<file path="config.mk">
export PLATFORM = sky130hd
export DESIGN_NAME = jtkunio_gfxrom_arb
export DESIGN_NICKNAME = d
export VERILOG_FILES = /design/src/rtl/jtkunio_gfxrom_arb.sv
export SDC_FILE = /design/constraint.sdc
export NUM_CORES = 1
export LEC_CHECK = 0
export CAP_MARGIN = 20
export CORE_ASPECT_RATIO = 1.5
export CORE_UTILIZATION = 40
export CTS_BUF_LIST = sky130_fd_sc_hd__clkbuf_2
export CTS_CLUSTER_SIZE = 24
export DETAILED_ROUTE_END_ITERATION = 8
export PLACE_DENSITY = 0.72
export SKIP_CTS_REPAIR_TIMING = 1
export SLEW_MARGIN = 20
export SYNTH_ARGS = -nofsm -noshare
export SYNTH_HDL_FRONTEND = slang
export SYNTH_SLANG_ARGS = --single-unit
</file>
<file path="constraint.sdc">
create_clock -name clk -period 2 [get_ports clk]
set_clock_uncertainty 0.05 [all_clocks]
set_input_delay 0.3 -clock clk [delete_from_list [all_inputs] [get_ports clk]]
set_output_delay 0.3 -clock clk [all_outputs]
set_load 0.01 [all_outputs]
</file>
<file path="src/rtl/jtkunio_gfxrom_arb.sv">
// Graphics ROM arbiter for the kunio video stage.
// Three fetch clients (char, scroll, object) share one 32-bit SDRAM read
// port. Each client has a one-word cache (tag, valid, data). The ok flags
// are combinational hit checks against the client's current address.
// Misses are served one at a time with fixed priority char > scr > obj.
// Optional fill statistics are enabled with the JTKUNIO_GFXSTATS_EN macro.
//
// SDRAM handshake: sdram_req is raised together with a stable sdram_addr
// and held until sdram_ack (a one-cycle pulse) accepts the request.
// sdram_dok (a one-cycle pulse) then qualifies sdram_din. It may coincide
// with the ack. ack/dok pulses arriving while IDLE are ignored.
module jtkunio_gfxrom_arb #(
    parameter logic [21:0] CHAR_OFFSET = 22'h00000,
    parameter logic [21:0] SCR_OFFSET  = 22'h04000,
    parameter logic [21:0] OBJ_OFFSET  = 22'h24000
) (
    input  logic        clk,
    input  logic        rst,
`ifdef JTKUNIO_GFXSTATS_EN
    input  logic        stat_clr,
    output logic [15:0] stat_char,
    output logic [15:0] stat_scr,
    output logic [15:0] stat_obj,
`endif
    input  logic [13:0] char_addr,
    output logic [31:0] char_data,
    output logic        char_ok,
    input  logic [16:0] scr_addr,
    output logic [31:0] scr_data,
    output logic        scr_ok,
    input  logic        obj_cs,
    input  logic [17:0] obj_addr,
    output logic [31:0] obj_data,
    output logic        obj_ok,
    output logic [21:0] sdram_addr,
    output logic        sdram_req,
    input  logic        sdram_ack,
    input  logic        sdram_dok,
    input  logic [31:0] sdram_din
);

    typedef enum logic [1:0] {
        IDLE      = 2'd0,
        WAIT_ACK  = 2'd1,
        WAIT_DATA = 2'd2
    } state_t;

    localparam logic [1:0] SLOT_C = 2'd0;
    localparam logic [1:0] SLOT_S = 2'd1;
    localparam logic [1:0] SLOT_O = 2'd2;

    // FSM state, kept as a named signal so checkers can bind to it
    state_t      state;
    state_t      state_nx;

    // Per-client cache
    logic [13:0] tag_c;
    logic [16:0] tag_s;
    logic [17:0] tag_o;
    logic        valid_c;
    logic        valid_s;
    logic        valid_o;

    // Transaction in flight
    logic [1:0]  slot;
    logic [17:0] pend_tag;

    // Hit / miss and arbitration results
    logic        hit_c;
    logic        hit_s;
    logic        hit_o;
    logic        miss_c;
    logic        miss_s;
    logic        miss_o;
    logic        any_miss;
    logic [1:0]  win_slot;
    logic [17:0] win_tag;
    logic [21:0] win_addr;

    // FSM actions
    logic        issue;
    logic        drop_req;
    logic        fill;

    // Object hit ignores obj_cs; obj_cs only gates the flag and the miss
    assign hit_c    = valid_c & (char_addr == tag_c);
    assign hit_s    = valid_s & (scr_addr == tag_s);
    assign hit_o    = valid_o & (obj_addr == tag_o);
    assign miss_c   = ~hit_c;
    assign miss_s   = ~hit_s;
    assign miss_o   = obj_cs & ~hit_o;
    assign any_miss = miss_c | miss_s | miss_o;

    assign char_ok  = hit_c;
    assign scr_ok   = hit_s;
    assign obj_ok   = obj_cs & hit_o;

    // Fixed-priority winner selection and SDRAM address for it
    always_comb begin
        win_slot = SLOT_C;
        win_tag  = {4'd0, char_addr};
        win_addr = CHAR_OFFSET + {8'd0, char_addr};
        if (miss_c) begin
            win_slot = SLOT_C;
            win_tag  = {4'd0, char_addr};
            win_addr = CHAR_OFFSET + {8'd0, char_addr};
        end else if (miss_s) begin
            win_slot = SLOT_S;
            win_tag  = {1'b0, scr_addr};
            win_addr = SCR_OFFSET + {5'd0, scr_addr};
        end else if (miss_o) begin
            win_slot = SLOT_O;
            win_tag  = obj_addr;
            win_addr = OBJ_OFFSET + {4'd0, obj_addr};
        end
    end

    // FSM state register
    always_ff @(posedge clk) begin
        if (rst) state <= IDLE;
        else     state <= state_nx;
    end

    // FSM next-state logic; ack together with dok finishes immediately
    always_comb begin
        state_nx = state;
        case (state)
            IDLE:      if (any_miss) state_nx = WAIT_ACK;
            WAIT_ACK: begin
                if (sdram_ack && sdram_dok) state_nx = IDLE;
                else if (sdram_ack)         state_nx = WAIT_DATA;
            end
            WAIT_DATA: if (sdram_dok) state_nx = IDLE;
            default:   state_nx = IDLE;
        endcase
    end

    // FSM output decode: request issue, request drop and cache fill strobes
    always_comb begin
        issue    = 1'b0;
        drop_req = 1'b0;
        fill     = 1'b0;
        case (state)
            IDLE:      issue = any_miss;
            WAIT_ACK: begin
                drop_req = sdram_ack;
                fill     = sdram_ack & sdram_dok;
            end
            WAIT_DATA: fill = sdram_dok;
            default: ;
        endcase
    end

    // Request register, pending transaction and per-client cache update
    always_ff @(posedge clk) begin
        if (rst) begin
            sdram_req  <= 1'b0;
            sdram_addr <= 22'd0;
            slot       <= SLOT_C;
            pend_tag   <= 18'd0;
            valid_c    <= 1'b0;
            valid_s    <= 1'b0;
            valid_o    <= 1'b0;
            tag_c      <= 14'd0;
            tag_s      <= 17'd0;
            tag_o      <= 18'd0;
            char_data  <= 32'd0;
            scr_data   <= 32'd0;
            obj_data   <= 32'd0;
        end else begin
            if (issue) begin
                sdram_req  <= 1'b1;
                sdram_addr <= win_addr;
                slot       <= win_slot;
                pend_tag   <= win_tag;
                // The slot goes invalid at issue so an old word is never ok
                case (win_slot)
                    SLOT_C:  valid_c <= 1'b0;
                    SLOT_S:  valid_s <= 1'b0;
                    default: valid_o <= 1'b0;
                endcase
            end
            if (drop_req) sdram_req <= 1'b0;
            if (fill) begin
                case (slot)
                    SLOT_C: begin
                        char_data <= sdram_din;
                        tag_c     <= pend_tag[13:0];
                        valid_c   <= 1'b1;
                    end
                    SLOT_S: begin
                        scr_data <= sdram_din;
                        tag_s    <= pend_tag[16:0];
                        valid_s  <= 1'b1;
                    end
                    default: begin
                        obj_data <= sdram_din;
                        tag_o    <= pend_tag;
                        valid_o  <= 1'b1;
                    end
                endcase
            end
        end
    end

`ifdef JTKUNIO_GFXSTATS_EN
    // Saturating per-client fill counters
    always_ff @(posedge clk) begin
        if (rst || stat_clr) begin
            stat_char <= 16'd0;
            stat_scr  <= 16'd0;
            stat_obj  <= 16'd0;
        end else if (fill) begin
            case (slot)
                SLOT_C:  if (stat_char != 16'hFFFF) stat_char <= stat_char + 16'd1;
                SLOT_S:  if (stat_scr  != 16'hFFFF) stat_scr  <= stat_scr  + 16'd1;
                default: if (stat_obj  != 16'hFFFF) stat_obj  <= stat_obj  + 16'd1;
            endcase
        end
    end
`endif

endmodule

</file>
==> flow_summary.json, run 1 <==
{
  "status": "finished, violations left",
  "violations": "setup timing",
  "dr.pass1.iters": 5,
  "grt_antenna_before_repair": 1,
  "ys_ff_latch": 176,
  "nNetsFinal": 1313,
  "cp.required_ns": 1.65,
  "synthArstFlopShare": 0,
  "synth.distinct_cells": 49,
  "dp_hpwl_mm": 16.5,
  "htree_levels": 4,
  "tightest_slew_ns": 0.505,
  "yosys-top-cells-area": "dfxtp_1 (48%), nand2_1 (16%), a21oi_1 (10%)",
  "hold_class": "input pin to flop",
  "clk_pin_slew_ns": 0.26,
  "rsz0062_at_grt": "yes",
  "die-area_sq_um": 18900,
  "cts.path.max_buffers": 2,
  "via_per_inst": 5.41,
  "met1_usage": 0.267,
  "dr.first_iter.drc_count": 501,
  "wirelength_mm": 28.4,
  "avgSynthCellArea_sq_um": 7.84,
  "p_clk_frac": 0.287,
  "post-synth-top-count-cell": "nand2_1",
  "ant_nets": 0,
  "startpoint": "tag_s[6]",
  "cts_root_buffer": "clkbuf_2",
  "hold_viol": 0,
  "critical_path_class": "flop to output pin",
  "core_area_sq_um": 17900,
  "drive_gt1_frac": 0.315,
  "top_usage_layer": "met2",
  "grt_max_degree": 97,
  "syn2layout_area_growth_pct": 66.4,
  "nFillCells": 1304,
  "drc": 0,
  "power_leakage_nw": 6.44,
  "min-delay-start": "sdram_din[26]",
  "post-place-ws_ns": -0.683,
  "io_pins": 208,
  "power.density_nw_per_um2": 553,
  "swShare": 0.292,
  "clock_sinks": 176,
  "setup_viol_count_final": 32,
  "clock_latency_ns": 0.79,
  "p_seq_frac": 0.537,
  "drv_slew": 0,
  "cts_tree": "yes",
  "vias": 7860,
  "path_max_fanout": 3,
  "gp_congestion": 0.896,
  "start_kind": "flop",
  "syn-cell-area_sq_um": 7350,
  "yosys.area.top_type": "dfxtp_1",
  "met2_usage": 0.437,
  "layout_setup_ws_ns": -0.518,
  "pwr-share-comb": 0.176,
  "power.internal_mw": 4.79,
  "p_switching_mw": 1.98,
  "cts_inserted_buffers": 17,
  "die_y_microns": 168,
  "cap_viol_max_count": 0,
  "synth.top_cells.by_count": "nand2_1 (312), dfxtp_1 (176), a21oi_1 (149)",
  "cp.arrival_ns": 2.17,
  "die_w_microns": 113,
  "final.period_utilization": 1.26,
  "port_buffers": 204,
  "synth_flop_cell": "dfxtp_1",
  "wire_per_inst_microns": 19.6,
  "synth-edff-count": 0,
  "yosys_warnings": 0,
  "synth_top_area_frac": 0.479,
  "globalRouteOverflowTotal": 0,
  "first_global_vias": 7022,
  "start_util": 0.410,
  "power.total_mw": 6.77,
  "fin_crit_ns": 2.52,
  "grt_pass1_wl_mm": 36.3,
  "fp-row-count": 60,
  "slew_headroom": 0.663,
  "peakVddDrop_mv": 0.463,
  "r2r-start": "tag_s[7]",
  "gr-usage-all-layers": 0.248,
  "ys_seq_area_frac": 0.479,
  "fmax_mhz": 397,
  "syn_inst": 938,
  "crit_path_end_kind": "output pin",
  "grt_use_met3": 0.0601
}
sequential cells by signal (all words and copies together), names as in the netlist:
signal and cells:
char_data 32, obj_data 32, pend_tag 18, scr_data 32, sdram_addr 5, sdram_req 1, slot 2, state 2
tag_c 14, tag_o 18, tag_s 17, valid_c 1, valid_o 1, valid_s 1
per-stage QoR:
stage / instance area, sq um / std cells / setup TNS, ns / hold WS [ns] / utilization
4_1_cts: 10200 / 1380 / -26.51 / -0.206 / 0.568
3_3_place_gp: 9950 / 1348 / -32.59 / 0.390 / 0.555
2_1_floorplan: 7360 / 940 / 0 / 0.375 / -
5_1_grt: 12200 / 1453 / -11.33 / -0.00702 / 0.682
3_5_place_dp: 9950 / 1348 / -36.45 / 0.396 / 0.555
6_report: 12200 / 1453 / -8.07 / 0.0574 / 0.682
final cells by class:
| class | instances | area, sq um | share of cell area |
|---|---|---|---|
| multi-input combinational | 649 | 3990 | 0.326 |
| inverter | 38 | 148 | 0.0121 |
| antenna | 1 | 2.50 | 0.000205 |
| clock buffer | 18 | 90.1 | 0.00736 |
| timing repair buffer | 340 | 3850 | 0.315 |
| tap | 217 | 272 | 0.0222 |
| clock inverter | 14 | 155 | 0.0127 |
| sequential | 176 | 3720 | 0.304 |
logic make-up (layout without fill, tap and decap cells):
group	Yosys count	in the layout	share of synthesized area
and+or+nand+nor	369	369	0.208
AOI/OAI and AO/OA	220	220	0.173
DFF	176	176	0.479
buffers and inverters	115	410	0.0691
xor gates and xnor gates	52	52	0.0620
adders and majority gates	5	5	0.00851
other	1	4	0.000510
power by group through the flow:
stage / combinational (mW) / sequential, mW / clock, mW
2_1_floorplan: 0.393 / 3.69 / 0
3_3_place_gp: 0.856 / 3.71 / 0
3_5_place_dp: 0.863 / 3.71 / 0
4_1_cts: 0.868 / 3.65 / 1.98
5_1_grt: 1.25 / 3.64 / 2.13
6_report: 1.19 / 3.63 / 1.94
worst paths after layout:
kind                    end  slack, ns  depth (start not counted)
max                  scr_ok      -0.52                          6
min            scr_data[26]       0.06                          3
max reg2reg  sdram_addr[15]      -0.33                         10
min reg2reg    scr_data[20]       0.42                          2
cell usage in the layout (no fill, tap or decap), types with 4 or more instances in the layout:
cell type	count
nand2_1	297
a21oi_1	129
dlymetal6s2s_1	116
dfxtp_2	112
clkdlybuf4s50_1	84
buf_4	64
dfxtp_1	49
inv_1	34
dlygate4sd3_1	26
xnor2_2	25
xnor2_1	21
a21oi_2	20
buf_6	20
nand4_1	19
clkbuf_2	18
buf_12	15
dfxtp_4	15
a31oi_1	13
a221oi_2	12
nand2_4	9
clkbuf_16	9
o21ai_1	8
o2bb2ai_2	7
xor2_1	6
nand2_2	6
o21ai_0	6
nor2_1	5
a31oi_4	5
buf_8	4
critical path, cell delays in order, from the launching register on:
cell and delay (ns):
dfxtp_1 0.38, xnor2_1 0.26, nand4_1 0.17, nor3_2 0.20, nand4_1 0.15, inv_2 0.14, buf_6 0.11
per-layer routing:
metal	vias up	part of all wire	wire length, microns
met1	3735	0.36	10100
li1	3652	-	-
met3	121	0.060	1710
met2	352	0.52	14800
met5	-	0	0
met4	0	0.064	1810
Note: power is estimated with default switching activity, not from simulation.
==> run 2: changes to the inputs <==
Settings changed: CELL_PAD_IN_SITES_DETAIL_PLACEMENT set to 0, CELL_PAD_IN_SITES_GLOBAL_PLACEMENT set to 1, CORE_UTILIZATION 40 to 32, PLACE_DENSITY 0.72 to unset, PLACE_DENSITY_LB_ADDON set to 0.1.
==> flow_summary.json, run 2 (synthesis gave the netlist of run 1 again) <==
{
  "power_leakage_nw": 6.29,
  "path_max_fanout": 4,
  "first_global_vias": 7064,
  "cts_root_buffer": "clkbuf_2",
  "hold_viol": 0,
  "via_per_inst": 4.96,
  "clock_latency_ns": 0.78,
  "cp.required_ns": 1.65,
  "violations": "setup timing",
  "worst_hold_slack_ns": 0.0535,
  "drv_slew": 0,
  "dr.first_iter.drc_count": 337,
  "setup_viol_count_final": 31,
  "max_stage_delay_ns": 0.40,
  "peakVddDrop_mv": 0.418,
  "finalSetupTns_ns": -7.81,
  "io_pins": 208,
  "grt_antenna_before_repair": 1,
  "nNetsFinal": 1314,
  "cpMostUsedCell": "nand4_1",
  "rsz0062_at_grt": "yes",
  "cts.path.max_buffers": 2,
  "die_w_microns": 126,
  "wire_per_inst_microns": 18.7,
  "final_common_cell": "nand2_1",
  "cts_tree": "yes",
  "power.density_nw_per_um2": 559,
  "design_area_sq_um": 12000,
  "top_regs": "char_data x32, obj_data x32, scr_data x32",
  "critical_path_class": "flop to output pin",
  "place_area_sq_um": 10200,
  "drive_gt1_frac": 0.281,
  "die_y_microns": 188,
  "fp-row-count": 67,
  "gp_congestion": 0.825,
  "htree_levels": 4,
  "worstPathCellList": "xnor2_2 > buf_4 > nand4_1 > nor3_2 > nand4_1 > inv_2 > buf_6",
  "syn2layout_area_growth_pct": 62.7,
  "final.period_utilization": 1.27,
  "cp.arrival_ns": 2.19,
  "clock_sinks": 176,
  "core_area_sq_um": 22500,
  "grt_pass1_wl_mm": 40.0,
  "layout_setup_ws_ns": -0.544,
  "ant_nets": 0,
  "port_buffers": 204,
  "slew_headroom": 0.647,
  "dr.pass1.iters": 5,
  "fmax_mhz": 393,
  "vias": 7495,
  "crit_path_end_kind": "output pin",
  "tightest_slew_ns": 0.530,
  "cap_viol_max_count": 0,
  "wirelength_mm": 28.3,
  "crit_path_top_delay_cell": "dfxtp_2",
  "mostFrequentLayoutCells": "nand2_1 (292), a21oi_1 (137), dlymetal6s2s_1 (116)",
  "cts_inserted_buffers": 17,
  "hold_class": "input pin to flop",
  "gr-usage-all-layers": 0.222,
  "start_kind": "flop",
  "fin_util": 0.532,
  "grt_max_degree": 78,
  "die-area_sq_um": 23600,
  "drc": 0,
  "clk_pin_slew_ns": 0.23,
  "start_util": 0.327,
  "power.total_mw": 6.68,
  "status": "finished, violations left",
  "dp_hpwl_mm": 18.3,
  "fin_crit_ns": 2.54,
  "globalRouteOverflowTotal": 0
}
-- run 2: final cells by class --
class                           instances  area, sq um
Antenna cell                            1         2.50
Clock buffer                           21          105
Clock inverter                          9          118
Fill cell                            2209        10500
Inverter                               38          148
Multi-Input combinational cell        650         3850
Sequential cell                       176         3670
Tap cell                              276          345
Timing Repair Buffer                  340         3720
-- run 2: path summary, 6_finish.rpt --
path / startpoint / to / slack, ns / cells after the start
min: sdram_din[31] / obj_data[31] / 0.05 / 3
min reg2reg: obj_data[29] / obj_data[29] / 0.41 / 2
max: tag_s[3] / scr_ok / -0.54 / 7
max reg2reg: tag_o[13] / pend_tag[3] / -0.36 / 8
-- run 2: through the flow --
step / std cells / setup WS (ns)
2_1_floorplan: 940 / 0.0201
3_3_place_gp: 1422 / -0.869
3_5_place_dp: 1422 / -0.830
4_1_cts: 1452 / -1.17
5_1_grt: 1511 / -0.678
6_report: 1511 / -0.544
-- run 2: critical path: cells and delay by family, from the launching register on --
family / cells / cell delay (ns)
buffers and inverters: 3 / 0.41
and+or+nand+nor: 3 / 0.52
DFF: 1 / 0.40
xor gates and xnor gates: 1 / 0.10
-- run 2: per-layer routing --
layer,vias up,track usage,share of wire
met3,45,0.0599,0.053
met2,210,0.408,0.53
li1,3655,-,-
met4,0,0.0904,0.033
met5,-,0,0
met1,3585,0.238,0.39
-- run 2: power breakdown --
| group | leakage, nW | internal [mW] | switching (mW) | total [mW] |
|---|---|---|---|---|
| sequential | 1.47 | 3.58 | 0.0431 | 3.62 |
| clock | 0.148 | 0.688 | 1.20 | 1.89 |
| combinational | 4.67 | 0.613 | 0.562 | 1.17 |
| total | 6.29 | 4.88 | 1.81 | 6.68 |
